File: src/rtl/bc_guess_scorer_if.sv
`default_nettype none
// ============================================================================
// Module      : bc_guess_scorer_if
// Description : Bundle of the game-core signals between the input stage and
//               the scorer. The master side supplies the synchronised digit
//               entry and the save strobe; the slave side (the scorer)
//               returns the score, status flags and 7-segment pattern.
// Signals     : inp_a..inp_d  3-bit digits for positions 0..3
//               save          single-cycle entry strobe
//               segment_out   {dp,g,f,e,d,c,b,a}, active high
//               bulls, cows   score of the last guess (0..4)
//               result_valid  bulls/cows belong to the current game
//               busy          scoring in progress
//               tries         scored guesses in the current game
//               win, lose     end-of-game flags
//               entry_err     last save rejected (repeated digit)
// Revision    : 1.0 - initial release
// ============================================================================
interface bc_guess_scorer_if;
    logic [2:0] inp_a;
    logic [2:0] inp_b;
    logic [2:0] inp_c;
    logic [2:0] inp_d;
    logic       save;
    logic [7:0] segment_out;
    logic [2:0] bulls;
    logic [2:0] cows;
    logic       result_valid;
    logic       busy;
    logic [3:0] tries;
    logic       win;
    logic       lose;
    logic       entry_err;

    modport master (
        output inp_a, inp_b, inp_c, inp_d, save,
        input  segment_out, bulls, cows, result_valid, busy, tries,
        input  win, lose, entry_err
    );

    modport slave (
        input  inp_a, inp_b, inp_c, inp_d, save,
        output segment_out, bulls, cows, result_valid, busy, tries,
        output win, lose, entry_err
    );
endinterface
`default_nettype wire

File: src/rtl/bc_guess_scorer.sv
`default_nettype none
// ============================================================================
// Module      : bc_guess_scorer
// Description : Bulls-and-cows game core. Latches the first distinct-digit
//               entry as the secret, scores each later guess over a
//               4-cycle sequential compare plus one commit cycle, tracks
//               tries and win/lose, and drives a single 7-segment digit.
// Ports       : clk    system clock
//               rst_n  asynchronous active-low reset
//               bus    bc_guess_scorer_if.slave (entry in, score/status out)
// Parameters  : MAX_TRIES    scored guesses before loss (1..15)
//               SHOW_CYCLES  cycles per bulls/cows display phase (>= 2)
// Revision    : 1.0 - initial release
// ============================================================================
module bc_guess_scorer #(
    parameter int unsigned MAX_TRIES   = 15,
    parameter logic [23:0] SHOW_CYCLES = 24'd6_000_000
) (
    input  wire logic          clk,
    input  wire logic          rst_n,
    bc_guess_scorer_if.slave   bus
);

    localparam logic [2:0] S_SECRET = 3'd0;
    localparam logic [2:0] S_GUESS  = 3'd1;
    localparam logic [2:0] S_SCORE  = 3'd2;
    localparam logic [2:0] S_WIN    = 3'd3;
    localparam logic [2:0] S_LOSE   = 3'd4;

    localparam logic [3:0]  c_max_tries = 4'(MAX_TRIES);
    localparam logic [23:0] c_show_last = SHOW_CYCLES - 24'd1;
    localparam logic [2:0]  c_commit_idx = 3'd4;

    localparam logic [7:0] c_seg_err  = 8'h79;
    localparam logic [7:0] c_seg_dash = 8'h40;
    localparam logic [7:0] c_seg_undr = 8'h08;
    localparam logic [7:0] c_seg_win  = 8'h73;
    localparam logic [7:0] c_seg_lose = 8'h38;

    // Registered state
    logic [2:0]  r_state;
    logic [2:0]  r_secret [0:3];
    logic [2:0]  r_guess  [0:3];
    logic [2:0]  r_idx;
    logic [2:0]  r_bacc;
    logic [2:0]  r_cacc;
    logic [2:0]  r_bulls;
    logic [2:0]  r_cows;
    logic [3:0]  r_tries;
    logic        r_result_valid;
    logic        r_entry_err;
    logic        r_busy;
    logic        r_win;
    logic        r_lose;
    logic [7:0]  r_seg;
    logic        r_phase;
    logic [23:0] r_phase_cnt;

    // Combinational next values
    logic [2:0]  w_entry [0:3];
    logic        w_distinct;
    logic [1:0]  w_pos;
    logic        w_is_bull;
    logic        w_is_cow;
    logic [3:0]  w_tries_inc;
    logic [2:0]  w_state_nxt;
    logic        w_err_nxt;
    logic        w_rv_nxt;
    logic [2:0]  w_bulls_nxt;
    logic [2:0]  w_cows_nxt;
    logic [3:0]  w_tries_nxt;
    logic        w_latch_secret;
    logic        w_latch_guess;
    logic        w_commit;
    logic        w_phase_nxt;
    logic [23:0] w_cnt_nxt;
    logic [7:0]  w_seg_nxt;

    function automatic logic [6:0] f_digit(input logic [2:0] v);
        logic [6:0] seg;
        case (v)
            3'd0:    seg = 7'h3F;
            3'd1:    seg = 7'h06;
            3'd2:    seg = 7'h5B;
            3'd3:    seg = 7'h4F;
            3'd4:    seg = 7'h66;
            default: seg = 7'h00;
        endcase
        return seg;
    endfunction

    assign w_entry[0] = bus.inp_a;
    assign w_entry[1] = bus.inp_b;
    assign w_entry[2] = bus.inp_c;
    assign w_entry[3] = bus.inp_d;

    assign w_distinct = (w_entry[0] != w_entry[1]) && (w_entry[0] != w_entry[2]) &&
                        (w_entry[0] != w_entry[3]) && (w_entry[1] != w_entry[2]) &&
                        (w_entry[1] != w_entry[3]) && (w_entry[2] != w_entry[3]);

    // One guess position per cycle; a cow is a digit present elsewhere in the
    // secret, so the bull test takes precedence over the any-position match.
    assign w_pos     = r_idx[1:0];
    assign w_is_bull = (r_guess[w_pos] == r_secret[w_pos]);
    assign w_is_cow  = !w_is_bull &&
                       ((r_guess[w_pos] == r_secret[0]) || (r_guess[w_pos] == r_secret[1]) ||
                        (r_guess[w_pos] == r_secret[2]) || (r_guess[w_pos] == r_secret[3]));

    assign w_tries_inc = r_tries + 4'd1;

    always_comb begin
        w_state_nxt    = r_state;
        w_err_nxt      = r_entry_err;
        w_rv_nxt       = r_result_valid;
        w_bulls_nxt    = r_bulls;
        w_cows_nxt     = r_cows;
        w_tries_nxt    = r_tries;
        w_latch_secret = 1'b0;
        w_latch_guess  = 1'b0;
        w_commit       = 1'b0;

        case (r_state)
            S_SECRET: begin
                if (bus.save) begin
                    if (w_distinct) begin
                        w_latch_secret = 1'b1;
                        w_err_nxt      = 1'b0;
                        w_state_nxt    = S_GUESS;
                    end else begin
                        w_err_nxt = 1'b1;
                    end
                end
            end
            S_GUESS: begin
                if (bus.save) begin
                    if (w_distinct) begin
                        w_latch_guess = 1'b1;
                        w_err_nxt     = 1'b0;
                        w_state_nxt   = S_SCORE;
                    end else begin
                        w_err_nxt = 1'b1;
                    end
                end
            end
            S_SCORE: begin
                if (r_idx == c_commit_idx) begin
                    w_commit    = 1'b1;
                    w_bulls_nxt = r_bacc;
                    w_cows_nxt  = r_cacc;
                    w_rv_nxt    = 1'b1;
                    w_tries_nxt = w_tries_inc;
                    if (r_bacc == 3'd4) begin
                        w_state_nxt = S_WIN;
                    end else if (w_tries_inc == c_max_tries) begin
                        w_state_nxt = S_LOSE;
                    end else begin
                        w_state_nxt = S_GUESS;
                    end
                end
            end
            S_WIN, S_LOSE: begin
                // The new-game save only resets the game; it is not a secret.
                if (bus.save) begin
                    w_tries_nxt = 4'd0;
                    w_rv_nxt    = 1'b0;
                    w_err_nxt   = 1'b0;
                    w_state_nxt = S_SECRET;
                end
            end
            default: begin
                w_state_nxt = S_SECRET;
            end
        endcase
    end

    // Bulls/cows alternation timer; restarts on the bulls phase at each commit.
    always_comb begin
        w_phase_nxt = r_phase;
        w_cnt_nxt   = r_phase_cnt;
        if (w_commit) begin
            w_phase_nxt = 1'b0;
            w_cnt_nxt   = 24'd0;
        end else if (((r_state == S_GUESS) || (r_state == S_SCORE)) && r_result_valid) begin
            if (r_phase_cnt == c_show_last) begin
                w_cnt_nxt   = 24'd0;
                w_phase_nxt = !r_phase;
            end else begin
                w_cnt_nxt = r_phase_cnt + 24'd1;
            end
        end else begin
            w_phase_nxt = 1'b0;
            w_cnt_nxt   = 24'd0;
        end
    end

    // Display pattern derived from the next-state values so that the
    // registered segment output lines up with the other registered outputs.
    always_comb begin
        w_seg_nxt = c_seg_dash;
        if (w_err_nxt) begin
            w_seg_nxt = c_seg_err;
        end else begin
            case (w_state_nxt)
                S_SECRET: w_seg_nxt = c_seg_dash;
                S_GUESS, S_SCORE: begin
                    if (!w_rv_nxt) begin
                        w_seg_nxt = c_seg_undr;
                    end else if (w_phase_nxt) begin
                        w_seg_nxt = {1'b1, f_digit(w_cows_nxt)};
                    end else begin
                        w_seg_nxt = {1'b0, f_digit(w_bulls_nxt)};
                    end
                end
                S_WIN:   w_seg_nxt = c_seg_win;
                S_LOSE:  w_seg_nxt = c_seg_lose;
                default: w_seg_nxt = c_seg_dash;
            endcase
        end
    end

    always_ff @(posedge clk or negedge rst_n) begin
        if (!rst_n) begin
            r_state        <= S_SECRET;
            r_secret       <= '{3'd0, 3'd0, 3'd0, 3'd0};
            r_guess        <= '{3'd0, 3'd0, 3'd0, 3'd0};
            r_idx          <= 3'd0;
            r_bacc         <= 3'd0;
            r_cacc         <= 3'd0;
            r_bulls        <= 3'd0;
            r_cows         <= 3'd0;
            r_tries        <= 4'd0;
            r_result_valid <= 1'b0;
            r_entry_err    <= 1'b0;
            r_busy         <= 1'b0;
            r_win          <= 1'b0;
            r_lose         <= 1'b0;
            r_seg          <= c_seg_dash;
            r_phase        <= 1'b0;
            r_phase_cnt    <= 24'd0;
        end else begin
            r_state        <= w_state_nxt;
            r_bulls        <= w_bulls_nxt;
            r_cows         <= w_cows_nxt;
            r_tries        <= w_tries_nxt;
            r_result_valid <= w_rv_nxt;
            r_entry_err    <= w_err_nxt;
            r_busy         <= (w_state_nxt == S_SCORE);
            r_win          <= (w_state_nxt == S_WIN);
            r_lose         <= (w_state_nxt == S_LOSE);
            r_seg          <= w_seg_nxt;
            r_phase        <= w_phase_nxt;
            r_phase_cnt    <= w_cnt_nxt;

            if (w_latch_secret) begin
                r_secret <= w_entry;
            end

            if (w_latch_guess) begin
                r_guess <= w_entry;
                r_idx   <= 3'd0;
                r_bacc  <= 3'd0;
                r_cacc  <= 3'd0;
            end else if ((r_state == S_SCORE) && (r_idx != c_commit_idx)) begin
                r_idx <= r_idx + 3'd1;
                if (w_is_bull) begin
                    r_bacc <= r_bacc + 3'd1;
                end else if (w_is_cow) begin
                    r_cacc <= r_cacc + 3'd1;
                end
            end
        end
    end

    assign bus.segment_out  = r_seg;
    assign bus.bulls        = r_bulls;
    assign bus.cows         = r_cows;
    assign bus.result_valid = r_result_valid;
    assign bus.busy         = r_busy;
    assign bus.tries        = r_tries;
    assign bus.win          = r_win;
    assign bus.lose         = r_lose;
    assign bus.entry_err    = r_entry_err;

endmodule
`default_nettype wire

File: src/flat_wrapper.sv
// flat-port wrapper written by rule: the top's interface ports become plain ports
module bc_guess_scorer_flat 
#(
    parameter int unsigned MAX_TRIES   = 15,
    parameter logic [23:0] SHOW_CYCLES = 24'd6_000_000
)
  (clk, rst_n, bus_inp_a, bus_inp_b, bus_inp_c, bus_inp_d, bus_save, bus_segment_out, bus_bulls, bus_cows, bus_result_valid, bus_busy, bus_tries, bus_win, bus_lose, bus_entry_err);
  bc_guess_scorer_if bus_i ();
  input  wire logic clk;
  input  wire logic rst_n;
  input wire logic [$bits(bus_i.inp_a)-1:0] bus_inp_a;
  input wire logic [$bits(bus_i.inp_b)-1:0] bus_inp_b;
  input wire logic [$bits(bus_i.inp_c)-1:0] bus_inp_c;
  input wire logic [$bits(bus_i.inp_d)-1:0] bus_inp_d;
  input wire logic [$bits(bus_i.save)-1:0] bus_save;
  output wire logic [$bits(bus_i.segment_out)-1:0] bus_segment_out;
  output wire logic [$bits(bus_i.bulls)-1:0] bus_bulls;
  output wire logic [$bits(bus_i.cows)-1:0] bus_cows;
  output wire logic [$bits(bus_i.result_valid)-1:0] bus_result_valid;
  output wire logic [$bits(bus_i.busy)-1:0] bus_busy;
  output wire logic [$bits(bus_i.tries)-1:0] bus_tries;
  output wire logic [$bits(bus_i.win)-1:0] bus_win;
  output wire logic [$bits(bus_i.lose)-1:0] bus_lose;
  output wire logic [$bits(bus_i.entry_err)-1:0] bus_entry_err;
  assign bus_i.inp_a = bus_inp_a;
  assign bus_i.inp_b = bus_inp_b;
  assign bus_i.inp_c = bus_inp_c;
  assign bus_i.inp_d = bus_inp_d;
  assign bus_i.save = bus_save;
  assign bus_segment_out = bus_i.segment_out;
  assign bus_bulls = bus_i.bulls;
  assign bus_cows = bus_i.cows;
  assign bus_result_valid = bus_i.result_valid;
  assign bus_busy = bus_i.busy;
  assign bus_tries = bus_i.tries;
  assign bus_win = bus_i.win;
  assign bus_lose = bus_i.lose;
  assign bus_entry_err = bus_i.entry_err;
  bc_guess_scorer #(.MAX_TRIES(MAX_TRIES), .SHOW_CYCLES(SHOW_CYCLES)) u_core (.clk(clk), .rst_n(rst_n), .bus(bus_i));
endmodule
File: config.mk
export PLATFORM = sky130hd
export DESIGN_NAME = bc_guess_scorer_flat
export DESIGN_NICKNAME = d
export VERILOG_FILES = /design/src/rtl/bc_guess_scorer_if.sv /design/src/rtl/bc_guess_scorer.sv /design/src/flat_wrapper.sv
export SDC_FILE = /design/constraint.sdc
export NUM_CORES = 1
export LEC_CHECK = 0
export CAP_MARGIN = 15
export CORE_MARGIN = 2
export CORE_UTILIZATION = 40
export DETAILED_ROUTE_END_ITERATION = 10
export GPL_TIMING_DRIVEN = 0
export HOLD_SLACK_MARGIN = 0.06
export SLEW_MARGIN = 20
export SYNTH_ARGS = -nofsm -noshare
export SYNTH_HDL_FRONTEND = slang
export SYNTH_SLANG_ARGS = --single-unit
File: constraint.sdc
create_clock -name clk -period 7.5 [get_ports clk]
set_clock_uncertainty 0.15 [all_clocks]
set_input_delay 1.125 -clock clk [delete_from_list [all_inputs] [get_ports clk]]
set_output_delay 1.125 -clock clk [all_outputs]
set_load 0.02 [all_outputs]
==> results.md <==
Route:
- Wires add up to 9820 microns.
- In this run the remaining antenna-violating nets after routing total 0.
- In the final routed layout, each cell accounts on average for 14.7 microns.
- The via count normalized by instance count is 5.22.
- The first routing iteration left 137 violations.
- The final route contains 3474 vias.
- After detailed routing, the number of remaining DRC violations is 0.
- The number of search-and-repair iterations in the first detailed-routing pass is 4.

Worst setup path:
- At the worst endpoint, the required time is 7540 ps.
- By startpoint and endpoint, the worst setup path is classified as input pin to flop.
- The worst setup path is captured at a flop.
- The launching element type of the critical path is an input pin.
- For this design, the slowest cell found on the critical path is o311ai_1.
- Grouping stages by cell kind, the critical path spends the most delay in buffers and inverters.
- The delay of the slowest cell on the worst path is 690 ps.
- The number of buffer and inverter stages on the critical path is 2.
- The signal arrival time at the worst endpoint is 3610 ps.
- In this run the worst path has a maximum fanout of 10.
- Traced cell by cell, the critical path runs through clkdlybuf4s50_1, xor2_1, o311ai_1, nor4_2, nand3_2, clkbuf_1, o21ai_0.

Yosys:
- The commonest cells after synthesis are dfrtp_1 (83), nand2_1 (72), nor2_1 (47), xnor2_1 (31), xor2_1 (30).
- Yosys printed 0 warnings.
- The flip-flop cell with the highest count after synthesis is dfrtp_1.
- The top-area cell type share of the netlist area is 45.2%.
- The mapped cell area is 0.00459 sq mm.
- The count of flip-flops with a built-in enable after synthesis is 0.
- When the netlist entered floorplanning its net count stood at 498.
- The fraction of registers with async set or reset after synthesis is 100%.
- Averaged over all synthesized cells, the footprint is 9.67 sq um.
- The register bit total from synthesis is 84.
- The top cell type by total area after synthesis is dfrtp_1.
- Ranked by total cell area, the synthesized netlist is headed by dfrtp_1 (45%), xnor2_1 (5.9%), nand2_1 (5.9%).
- The fraction of the yosys area taken by sequential cells is 45.8%.
- The most repeated cell in the gate-level netlist after synthesis is dfrtp_1.
- The cell count after synthesis came out at 475.
- The number of different library cells used by synthesis comes to 57.

GRT:
- The global route total overflow is 0.
- The via count of the first global-routing pass is 3459.
- Entering global routing, the biggest net connects 52 pins.
- The combined global-route utilization of all metal layers is 16.9%.
- The number of antenna violations at the first check in global routing is 0.
- The global-route wire length before repair is 17100 microns.

Power and ir drop:
- In this run the static leakage power is 2.34 nW.
- The worst ir drop on vdd is 0.145 mV.
- Dividing total power by cell area gives a power density of 352 mW/mm^2.

CTS:
- The post-CTS resize count is 0.
- The clock-pin slew on the worst setup and hold paths is 60 ps.
- The number of setup buffers added after CTS is 0.
- The clock tree from TritonCTS is built.
- The number of buffers created by CTS is 9.
- For this design, the CTS-stage hold fixing added 0 buffers.
- The clock passes through at most 2 buffers.
- The cell sitting at the root of the clock tree is a clkbuf_16.
- At the later pin of the worst-skew pair, clock insertion delay measures 340 ps.
- The number of clock sinks is 84.
- The CTS H-tree depth is 3.

STA:
- The number of failing hold endpoints at the final stage is 0.
- Setup violations remaining at the end of the flow were counted as 0.
- The headroom to the max-slew limit is 39.1%.
- For the finished layout, the period the worst path requires is 3570 ps.
- The maximum clock frequency is 280 MHz.
- The final max-slew violation count was 0.
- Across all hold checks on the routed design, the worst slack comes to 344 ps.
- At the pin with the least slew margin, the transition time is 907 ps.
- Setup repair after global routing left no endpoint under its margin.
- After routing, the total negative slack on setup checks comes to 0 ps.
- The part of the cycle the worst path needs is 47.6%.

Floorplan:
- The number of placement rows is 39.
- The number of ports placed on the die boundary is 38.
- The placeable core area is 0.0113 sq mm.
- The die is 111 microns tall.
- The die covers 0.0124 sq mm.
- The die is 111 microns wide.
- The starting density of the core is 40.6%.

Layout:
- The final layout contains 541 nets.
- The share of final-layout standard cells stronger than drive strength 1 is 9.75%.
- The relative area change from synthesis to final layout is 17.5%.
- The count of inserted antenna diode cells is 0.

Run:
- The max-cap violation count is 0.

Place:
- The weighted congestion reported at the end of routability-driven placement is 0.833.
- The number of port buffers is 31.
- The placed wire-length estimate after detailed placement is 7300 microns.

Min path:
- The path class of the tightest hold or removal check is flop to flop.

Outcome:
- The flow ran to the end, and the final reports show no timing, DRC or antenna violations.
-- path summary, 6_finish.rpt --
path / endpoint / startpoint / slack [ps] / depth (start not counted)
worst max-delay path: u_core.r_state[1] / bus_inp_a[2] / 3930 / 7
worst min-delay path: u_core.r_phase_cnt[0] / u_core.r_phase_cnt[0] / 340 / 1
worst max register to register: u_core.bus.segment_out[2] / u_core.r_idx[0] / 4360 / 10
worst min register to register: u_core.r_phase_cnt[0] / u_core.r_phase_cnt[0] / 340 / 1
max in group asynchronous: u_core.bus.tries[1] / rst_n / 6020 / 2
min in group asynchronous: u_core.r_phase_cnt[3] / rst_n / 580 / 1
-- where the power goes --
group,switching [W],leakage [nW],internal (W)
Combinational,0.000434,1.11,0.000347
Sequential,0.000108,1.10,0.000579
Clock,0.000198,0.139,0.000232
Total,0.000740,2.34,0.00116
-- per-layer routing --
layer | part of all wire, % | vias to the layer above | track usage (%)
li1 | - | 1697 | -
met1 | 45 | 1718 | 21.1
met2 | 50 | 43 | 28.9
met3 | 2.5 | 16 | 3.61
met4 | 1.8 | 0 | 6.34
met5 | 0 | - | 0
-- area by class of cell --
class | instances | area [sq um]
buffer | 19 | 96.3
clock inverter | 7 | 62.6
sequential | 84 | 2100
timing repair buffer | 32 | 335
inverter | 21 | 78.8
multi-input combinational | 351 | 2320
clock buffer | 9 | 225
fill | 1081 | 5920
tap | 143 | 179
-- metrics by stage --
| step | power, W | instance area (sq um) | instances | utilization [%] | setup WS, ps |
|---|---|---|---|---|---|
| floorplan | 0.00123 | 4590 | 475 | - | 4560 |
| global placement | 0.00145 | 5080 | 649 | 44.9 | 2040 |
| detailed placement | 0.00148 | 5110 | 650 | 45.1 | 3510 |
| CTS | 0.00191 | 5400 | 666 | 47.7 | 3890 |
| global route | 0.00203 | 5400 | 666 | 47.7 | 3780 |
| finish | 0.00190 | 5400 | 666 | 47.7 | 3930 |
-- flip-flops by register name (all words and copies together), names as in the netlist, 3 cells and up --
register,flops
u_core.bus.bulls,3
u_core.r_idx,3
u_core.bus.segment_out,8
u_core.r_cacc,3
u_core.r_guess,12
u_core.r_phase_cnt,24
u_core.bus.tries,4
u_core.r_bacc,3
u_core.r_secret,12
u_core.bus.cows,3
u_core.r_state,3
-- cells by family (layout without fill, tap and decap cells) --
family / after synthesis / after routing / synth area share, %
xor+xnor: 61 / 61 / 11.6
simple gates: 201 / 201 / 21.1
mux: 31 / 31 / 8.36
buf+inv: 40 / 88 / 3.81
flops: 84 / 84 / 45.8
compound gates: 50 / 50 / 7.16
fa+ha+maj: 8 / 8 / 2.18
-- layout by cell type, fill, tap and decap left out, types with 3 or more instances in the layout --
| master | count |
|---|---|
| o31ai_1 | 3 |
| a211oi_1 | 3 |
| or3_1 | 6 |
| clkbuf_16 | 9 |
| nor3_1 | 11 |
| dfrtp_1 | 83 |
| xor2_1 | 30 |
| or2_2 | 4 |
| a21oi_1 | 6 |
| clkbuf_1 | 8 |
| inv_1 | 21 |
| clkdlybuf4s50_1 | 30 |
| nand3b_1 | 4 |
| inv_6 | 4 |
| o211ai_1 | 4 |
| mux2_1 | 7 |
| mux4_2 | 3 |
| o21ai_0 | 17 |
| nor3b_1 | 3 |
| a31oi_1 | 3 |
| nand2b_1 | 3 |
| buf_2 | 7 |
| xnor2_1 | 31 |
| buf_4 | 3 |
| mux2i_1 | 13 |
| nand3_1 | 25 |
| and3_1 | 5 |
| ha_1 | 8 |
| nor2b_1 | 5 |
| nor2_1 | 47 |
| nand2_1 | 72 |
| mux2_2 | 6 |
No activity file was read; power rests on OpenSTA's default activity.
